## config.mk

```make
export PLATFORM = sky130hd
export DESIGN_NAME = dm_lsu
export DESIGN_NICKNAME = d
export VERILOG_FILES = /design/src/rtl/dm_lsu.sv
export SDC_FILE = /design/constraint.sdc
export NUM_CORES = 1
export LEC_CHECK = 0
export BUFFER_PORTS_ARGS = -buffer_cell sky130_fd_sc_hd__buf_2
export CAP_MARGIN = 10
export CELL_PAD_IN_SITES_DETAIL_PLACEMENT = 1
export CELL_PAD_IN_SITES_GLOBAL_PLACEMENT = 2
export CORE_ASPECT_RATIO = 1.75
export CORE_UTILIZATION = 32
export DETAILED_ROUTE_END_ITERATION = 8
export PLACE_DENSITY_LB_ADDON = 0.1
export SLEW_MARGIN = 20
export SYNTH_ARGS = -nofsm -noshare
export SYNTH_HDL_FRONTEND = slang
export SYNTH_SLANG_ARGS = --single-unit
```

## constraint.sdc

```tcl
create_clock -name clk -period 2.12 [get_ports clk]
set_input_delay 0.212 -clock clk [delete_from_list [all_inputs] [get_ports clk]]
set_output_delay 0.212 -clock clk [all_outputs]
set_load 0.1 [all_outputs]
```

## src/rtl/dm_lsu.sv

```systemverilog
// Burst load/store sequencer for the 8-bit x 256-entry data memory.
// Turns 1-8 beat requests into one memory strobe per beat and buffers load data.
module dm_lsu #(
  parameter int READ_LATENCY = 1
) (
  input  logic       clk,
  input  logic       reset,
  input  logic       req_valid,
  output logic       req_ready,
  input  logic       req_write,
  input  logic [7:0] req_addr,
  input  logic [2:0] req_len,
  input  logic [7:0] wr_data,
  input  logic       wr_valid,
  output logic       wr_ready,
  output logic [7:0] rd_data,
  output logic       rd_valid,
  input  logic       rd_ready,
  output logic       busy,
  output logic       done,
  output logic [7:0] dm_address,
  output logic [7:0] dm_write_data,
  output logic       dm_mem_write,
  output logic       dm_mem_read,
  input  logic [7:0] dm_read_data,
  output logic [2:0] state_dbg
);

  // Handshake rule for req, wr and rd channels: a transfer occurs on a rising
  // clk edge where valid and ready are both high; valid never waits on ready.
  typedef enum logic [2:0] {
    S_IDLE, S_WR_WAIT, S_WR_PULSE, S_RD_ISSUE, S_RD_WAIT, S_RD_OUT, S_DONE
  } state_t;

  state_t     state, state_next;
  logic [7:0] addr, addr_next;
  logic [2:0] len, len_next;
  logic [2:0] beat, beat_next;
  logic [2:0] wait_cnt, wait_next;
  logic       last_beat;

  assign last_beat = (beat == len);
  assign req_ready = (state == S_IDLE);
  assign busy      = (state != S_IDLE);
  assign wr_ready  = (state == S_WR_WAIT);
  assign state_dbg = state;

  always_comb begin
    state_next = state;
    addr_next  = addr;
    len_next   = len;
    beat_next  = beat;
    wait_next  = wait_cnt;
    case (state)
      S_IDLE: begin
        if (req_valid) begin
          addr_next  = req_addr;
          len_next   = req_len;
          beat_next  = 3'd0;
          state_next = req_write ? S_WR_WAIT : S_RD_ISSUE;
        end
      end
      S_WR_WAIT: begin
        if (wr_valid) state_next = S_WR_PULSE;
      end
      S_WR_PULSE: begin
        if (last_beat) begin
          state_next = S_DONE;
        end else begin
          addr_next  = addr + 8'd1;
          beat_next  = beat + 3'd1;
          state_next = S_WR_WAIT;
        end
      end
      S_RD_ISSUE: begin
        wait_next  = 3'(READ_LATENCY);
        state_next = S_RD_WAIT;
      end
      S_RD_WAIT: begin
        // Last wait cycle is the one where memory data is valid.
        wait_next = wait_cnt - 3'd1;
        if (wait_cnt <= 3'd1) state_next = S_RD_OUT;
      end
      S_RD_OUT: begin
        if (rd_ready) begin
          if (last_beat) begin
            state_next = S_DONE;
          end else begin
            addr_next  = addr + 8'd1;
            beat_next  = beat + 3'd1;
            state_next = S_RD_ISSUE;
          end
        end
      end
      S_DONE:  state_next = S_IDLE;
      default: state_next = S_IDLE;
    endcase
  end

  // Registered outputs are decoded from the next state so they line up with it.
  always_ff @(posedge clk or posedge reset) begin
    if (reset) begin
      state         <= S_IDLE;
      addr          <= 8'd0;
      len           <= 3'd0;
      beat          <= 3'd0;
      wait_cnt      <= 3'd0;
      rd_data       <= 8'd0;
      rd_valid      <= 1'b0;
      done          <= 1'b0;
      dm_address    <= 8'd0;
      dm_write_data <= 8'd0;
      dm_mem_write  <= 1'b0;
      dm_mem_read   <= 1'b0;
    end else begin
      state        <= state_next;
      addr         <= addr_next;
      len          <= len_next;
      beat         <= beat_next;
      wait_cnt     <= wait_next;
      dm_mem_write <= (state_next == S_WR_PULSE);
      dm_mem_read  <= (state_next == S_RD_ISSUE);
      rd_valid     <= (state_next == S_RD_OUT);
      done         <= (state_next == S_DONE);
      if (state_next == S_WR_PULSE) begin
        dm_address    <= addr_next;
        dm_write_data <= wr_data;
      end
      if (state_next == S_RD_ISSUE) dm_address <= addr_next;
      if (state == S_RD_WAIT && state_next == S_RD_OUT) rd_data <= dm_read_data;
    end
  end

endmodule

```

==> results of run 1 <==
[timing repair]
action / in CTS / in global routing
resized for setup: 1 / 4
endpoints found under the hold margin: 0 / 0
setup buffers: 0 / 2
gates cloned: 0 / 0
endpoints found under the setup margin: 1 / 12
[state kept, by name, indices dropped and copies added (netlist names)]
signal         count
addr               8
beat               3
dm_address         8
dm_mem_read        1
dm_mem_write       1
dm_write_data      8
done               1
len                3
rd_data            8
rd_valid           1
state_dbg          3
wait_cnt           3
[kinds of logic after synthesis]
logic type | after synthesis
buf+inv | 14
xor+xnor | 7
flops | 48
mux | 25
compound gates | 37
simple gates | 73
fa+ha+maj | 4
[path summary, 6_finish.rpt]
path / to / cells after the start / slack, ps
worst min-delay path: wait_cnt[0]$_DFFE_PP0P_ / 2 / 40
max in group asynchronous: rd_data[6]$_DFFE_PP0P_ / 3 / 1480
min in group clk: len[0]$_DFFE_PP0P_ / 3 / 110
worst max-delay path: req_ready / 6 / 70
worst max register to register: dm_address[0]$_DFFE_PP0P_ / 7 / 100
worst min register to register: dm_write_data[2]$_DFFE_PP0N_ / 1 / 500
[cell usage after synthesis (all sizes together), types with 2 or more instances]
library cell	instances
nand2b	4
xor2	4
or2	2
xnor2	3
a221o	2
a21oi	6
nand3	5
a31o	3
nor3	4
a211o	2
and4	2
buf	3
nor3b	2
o32ai	2
clkbuf	4
ha	4
nor2	12
dfrtp	48
mux2	23
nand2	25
nand4	2
inv	7
a31oi	2
o21ai	9
nand3b	2
or4b	2
nor2b	4
mux2i	2
[critical path, cell delays in order, from the launching register on]
cell and delay, ps:
dfrtp_4 500, buf_4 160, buf_4 140, buf_4 150, or3_4 340, clkinvlp_4 90
buf_12 160
[cell type report]
type | count | area share
tap | 84 | 0.0331
sequential | 48 | 0.381
multi-input combinational | 146 | 0.364
inverter | 7 | 0.00945
timing repair buffer | 90 | 0.166
clock buffer | 8 | 0.0461
[through the flow]
step	hold slack (ps)	setup TNS (ps)	area (sq um)	std cells
finish	44.8	0	3180	383
global route	126	-5.34	3180	383
CTS	92.3	0	3140	381
detailed placement	403	0	2990	373
global placement	400	0	2990	373
floorplan	317	-2180	2440	208
[metal layers]
layer	up-vias	GRT usage	share of wire
met5	-	0	0
met4	0	0.0709	0.022
met3	12	0.0347	0.033
met2	43	0.360	0.59
met1	971	0.186	0.36
li1	926	-	-
==> flow_metrics.env, run 1 <==
export IMPL_maxCapViolations=0
export IMPL_nets=335
export IMPL_final_setup_skew_ps=4.87
export IMPL_min_period_ps=2050
export IMPL_crit_type="reg2out"
export IMPL_wirelength_um=6440
export IMPL_ys_ff_latch=48
export IMPL_hp_class="in2async"
export IMPL_drive_gt1_frac=0.485
export IMPL_final_common_cell="buf_2"
export IMPL_ant_nets=0
export IMPL_num_rows=40
export IMPL_worstMarginPinSlew_ps=742
export IMPL_grt_antenna_before_repair=0
export IMPL_min_period_over_period=0.965
export IMPL_layout_setup_ws_ps=74.5
export IMPL_cts_tree="built"
export IMPL_start_util=0.337
export IMPL_multi_input_area_sq_mm=0.00116
export IMPL_yosysUniqueCellTypes=53
export IMPL_cp_max_fo=6
export IMPL_num_antenna_cells=0
export IMPL_port_buffers=66
export IMPL_die_w_um=66.7
export IMPL_drtPass1Iterations=4
export IMPL_yosysTopAreaCell="dfrtp_1"
export IMPL_cts_buffers=5
export IMPL_synth_cell_area_sq_mm=0.00234
export IMPL_async_flop_share=1.00
export IMPL_hold_violations=0
export IMPL_via_per_inst=5.10
export IMPL_synth_compound_area_share=0.129
export IMPL_drcViolationCount=0
export IMPL_globalRoute_totalOverflow=0
export IMPL_timing_rr_start="state_dbg[0]$_DFF_PP0_"
export IMPL_htreeDepth=2
export IMPL_fmax_mhz=489
export IMPL_grt_max_degree=36
export IMPL_regArea_sq_mm=0.00121
export IMPL_synth_adder_area_share=0.0214
export IMPL_yosysWarnings=0
export IMPL_grt_util_all_layers=0.186
export IMPL_yosys_mux_area_fraction=0.119
export IMPL_fill_cells=794
export IMPL_grt_pass1_vias=2178
export IMPL_cts_sinks=48
export IMPL_fp_dieArea_sq_mm=0.00768
export IMPL_syn_nets=245
export IMPL_fin_util=0.457
export IMPL_slew_violations=0
export IMPL_synth_top_flop_cell="dfrtp_1"
export IMPL_die_h_um=115
export IMPL_startpoint="state_dbg[2]$_DFF_PP0_"
export IMPL_synthTopCellsByArea="dfrtp_1 (51%), mux2_2 (11%), nand2_1 (4.0%)"
export IMPL_outcome="finished, final reports clean"
export IMPL_synth_edf_count=0
export IMPL_place_ws_ps=15.0
export IMPL_synth_top_cell_area_share=0.513
export IMPL_holdBufCountCts=0
export IMPL_clk_latency_ps=290
export IMPL_syn_inst=208
export IMPL_startpoint_type="flip-flop"
export IMPL_seq_area_frac_synth=0.513
export IMPL_grt_pass1_wl_um=10500
export IMPL_core_sq_mm=0.00696
export IMPL_setup_viol=0
export IMPL_synth_top_family_by_area="simple AND/OR/NAND/NOR gates"
export IMPL_critPathArrivalTime_ps=1830
export IMPL_vias=1952
export IMPL_io_pins=67
export IMPL_clkTransAtPathRegs_ps=60
export IMPL_place_hpwl_um=5010
export IMPL_synthXorXnorAreaFrac=0.0262
export IMPL_syn_avg_cell_area_sq_um=11.3
export IMPL_maxSlewHeadroom=0.505
export IMPL_final_cell_mix="buf_2 (64), dfrtp_1 (45), nand2_1 (25), buf_4 (25), mux2_2 (15)"
export IMPL_drt_first_iter_violations=37
export IMPL_cp_end_kind="output pin"
export IMPL_area_growth_pct=35.6
export IMPL_gp_congestion=0.791
export IMPL_clk_path_buf_depth=2
export IMPL_synth_simple_gate_area_frac=0.164
export IMPL_wl_per_cell_um=16.8
export IMPL_worstPathRequired_ps=1910
export IMPL_root_buffer="clkbuf_16"
Power of run 1 is left out: the tool's default activity adds up to more than one toggle a clock period on the data nets, which glitch-free logic cannot reach.
==> run 2: changes to the inputs <==
==> constraint.sdc (replaced) <==
create_clock -name clk -period 2.12 [get_ports clk]
set_input_delay 0.212 -clock clk [delete_from_list [all_inputs] [get_ports clk]]
set_output_delay 0.212 -clock clk [all_outputs]
set_load 0.01 [all_outputs]
==> run 2 against run 1 <==
Worst setup slack improved by 49 ps. Utilization decreased by 1.7 points. Via count decreased by 1.0%.
==> flow_metrics.env, run 2 (synthesis results as in run 1) <==
export IMPL_crit_type="reg2reg"
export IMPL_stdcell_count=378
export IMPL_min_period_over_period=0.942
export IMPL_cts_tree="built"
export IMPL_placed_area_sq_mm=0.00289
export IMPL_startpoint_type="flip-flop"
export IMPL_cts_sinks=48
export IMPL_whs_ps=65.2
export IMPL_drt_first_iter_violations=56
export IMPL_cts_buffers=5
export IMPL_clk_path_buf_depth=2
export IMPL_reg2reg_depth=4
export IMPL_num_antenna_cells=0
export IMPL_r2r_end="dm_address[4]$_DFFE_PP0P_"
export IMPL_die_h_um=115
export IMPL_hold_violations=0
export IMPL_globalRoute_totalOverflow=0
export IMPL_fmax_mhz=501
export IMPL_crit_path_top_delay_cell="or4b_1"
export IMPL_dp_cells=370
export IMPL_power_internal_mw=3.05
export IMPL_area_growth_pct=30.6
export IMPL_drive_gt1_frac=0.446
export IMPL_ant_nets=0
export IMPL_timing_rr_start="state_dbg[1]$_DFF_PP0_"
export IMPL_num_rows=40
export IMPL_grt_antenna_before_repair=0
export IMPL_drcViolationCount=0
export IMPL_die_w_um=66.7
export IMPL_grt_util_all_layers=0.177
export IMPL_fin_area_sq_mm=0.00306
export IMPL_place_ws_ps=93.0
export IMPL_critPathArrivalTime_ps=2180
export IMPL_port_buffers=66
export IMPL_drtPass1Iterations=4
export IMPL_maxSlewHeadroom=0.586
export IMPL_holdBufCountCts=0
export IMPL_worstMarginPinSlew_ps=620
export IMPL_fill_cells=805
export IMPL_core_sq_mm=0.00696
export IMPL_peakVddDrop_uv=598
export IMPL_clkTransAtPathRegs_ps=70
export IMPL_fp_dieArea_sq_mm=0.00768
export IMPL_total_power_mw=4.98
export IMPL_worstPathRequired_ps=2300
export IMPL_critical_path_max_stage_delay_ps=690
export IMPL_grt_pass1_wl_um=10100
export IMPL_leakagePower_nw=1.48
export IMPL_final_setup_skew_ps=7.67
export IMPL_place_hpwl_um=4760
export IMPL_p_seq_frac=0.334
export IMPL_power_density_mw_per_mm2=1630
export IMPL_clock_power_share=0.187
export IMPL_swShare=0.388
export IMPL_fin_util=0.440
export IMPL_htreeDepth=2
export IMPL_maxCapViolations=0
export IMPL_root_buffer="clkbuf_16"
export IMPL_slew_violations=0
export IMPL_hp_class="in2async"
export IMPL_gp_congestion=0.777
export IMPL_wirelength_um=6270
export IMPL_cp_max_fo=9
export IMPL_p_switching_mw=1.93
export IMPL_post_cts_buffers=0
export IMPL_clk_latency_ps=290
export IMPL_rrSetupSlack_ps=120
export IMPL_final_cell_mix="buf_2 (66), dfrtp_1 (48), nand2_1 (25), mux2_2 (23), buf_4 (19)"
export IMPL_cp_end_kind="flip-flop"
export IMPL_final_common_cell="buf_2"
export IMPL_setup_viol=0
export IMPL_power_frac_comb=0.479
export IMPL_grt_max_degree=49
export IMPL_io_pins=67
export IMPL_nets=330
export IMPL_rsz0062_at_grt="no"
export IMPL_outcome="finished, final reports clean"
export IMPL_wl_per_cell_um=16.6
export IMPL_via_per_inst=5.11
export IMPL_vias=1932
export IMPL_crit_chain="or4b_1 > o22ai_4 > o221ai_4 > mux2_2"
export IMPL_tns_ps=0
export IMPL_grt_pass1_vias=2089
export IMPL_layout_setup_ws_ps=124
export IMPL_min_period_ps=2000
export IMPL_start_util=0.337
run 2: worst max-delay path by stage:
stage,start,endpoint,cells past startpoint
after global routing,state_dbg[1]$_DFF_PP0_,dm_address[4]$_DFFE_PP0P_,4
after global placement,state_dbg[2]$_DFF_PP0_,dm_address[0]$_DFFE_PP0P_,6
after detailed placement,state_dbg[2]$_DFF_PP0_,dm_address[0]$_DFFE_PP0P_,6
final,state_dbg[1]$_DFF_PP0_,dm_address[4]$_DFFE_PP0P_,4
after CTS,state_dbg[2]$_DFF_PP0_,dm_address[1]$_DFFE_PP0P_,6
after floorplan,state_dbg[1]$_DFF_PP0_,dm_address[0]$_DFFE_PP0P_,6
run 2: worst max-delay path: cells and delay by family (launching register included):
family | cells | cell delay (ps)
AND/OR/NAND/NOR | 1 | 690
AO/OA/AOI/OAI | 2 | 440
flip-flops | 1 | 430
multiplexers | 1 | 320
run 2: power by group through the flow:
stage | combinational [mW] | sequential, mW | clock [mW]
after floorplan | 1.35 | 1.78 | 0
after global placement | 2.39 | 1.66 | 0
after detailed placement | 2.42 | 1.68 | 0
after CTS | 2.43 | 1.67 | 0.971
after global routing | 2.63 | 1.72 | 0.992
final | 2.38 | 1.66 | 0.931
run 2: layout make-up:
type                            instances  area, sq um  share of cell area
Sequential cell                        48         1200               0.392
Multi-Input combinational cell        146         1080               0.354
Timing Repair Buffer                   85          473               0.155
Clock buffer                            5          125              0.0409
Tap cell                               84          105              0.0343
Clock inverter                          3         46.3              0.0151
Inverter                                7         26.3             0.00859
run 2: repair_timing:
item / in CTS / in global routing
endpoints found under the hold margin: 0 / 0
endpoints found under the setup margin: 0 / 1
resized for setup: 0 / 1
run 2: layer usage:
metal	GRT usage	routed length, um
met5	0	0
met4	0.0596	79
met2	0.336	3600
met1	0.184	2330
met3	0.0377	250
Note: power is estimated with default switching activity, not from simulation.
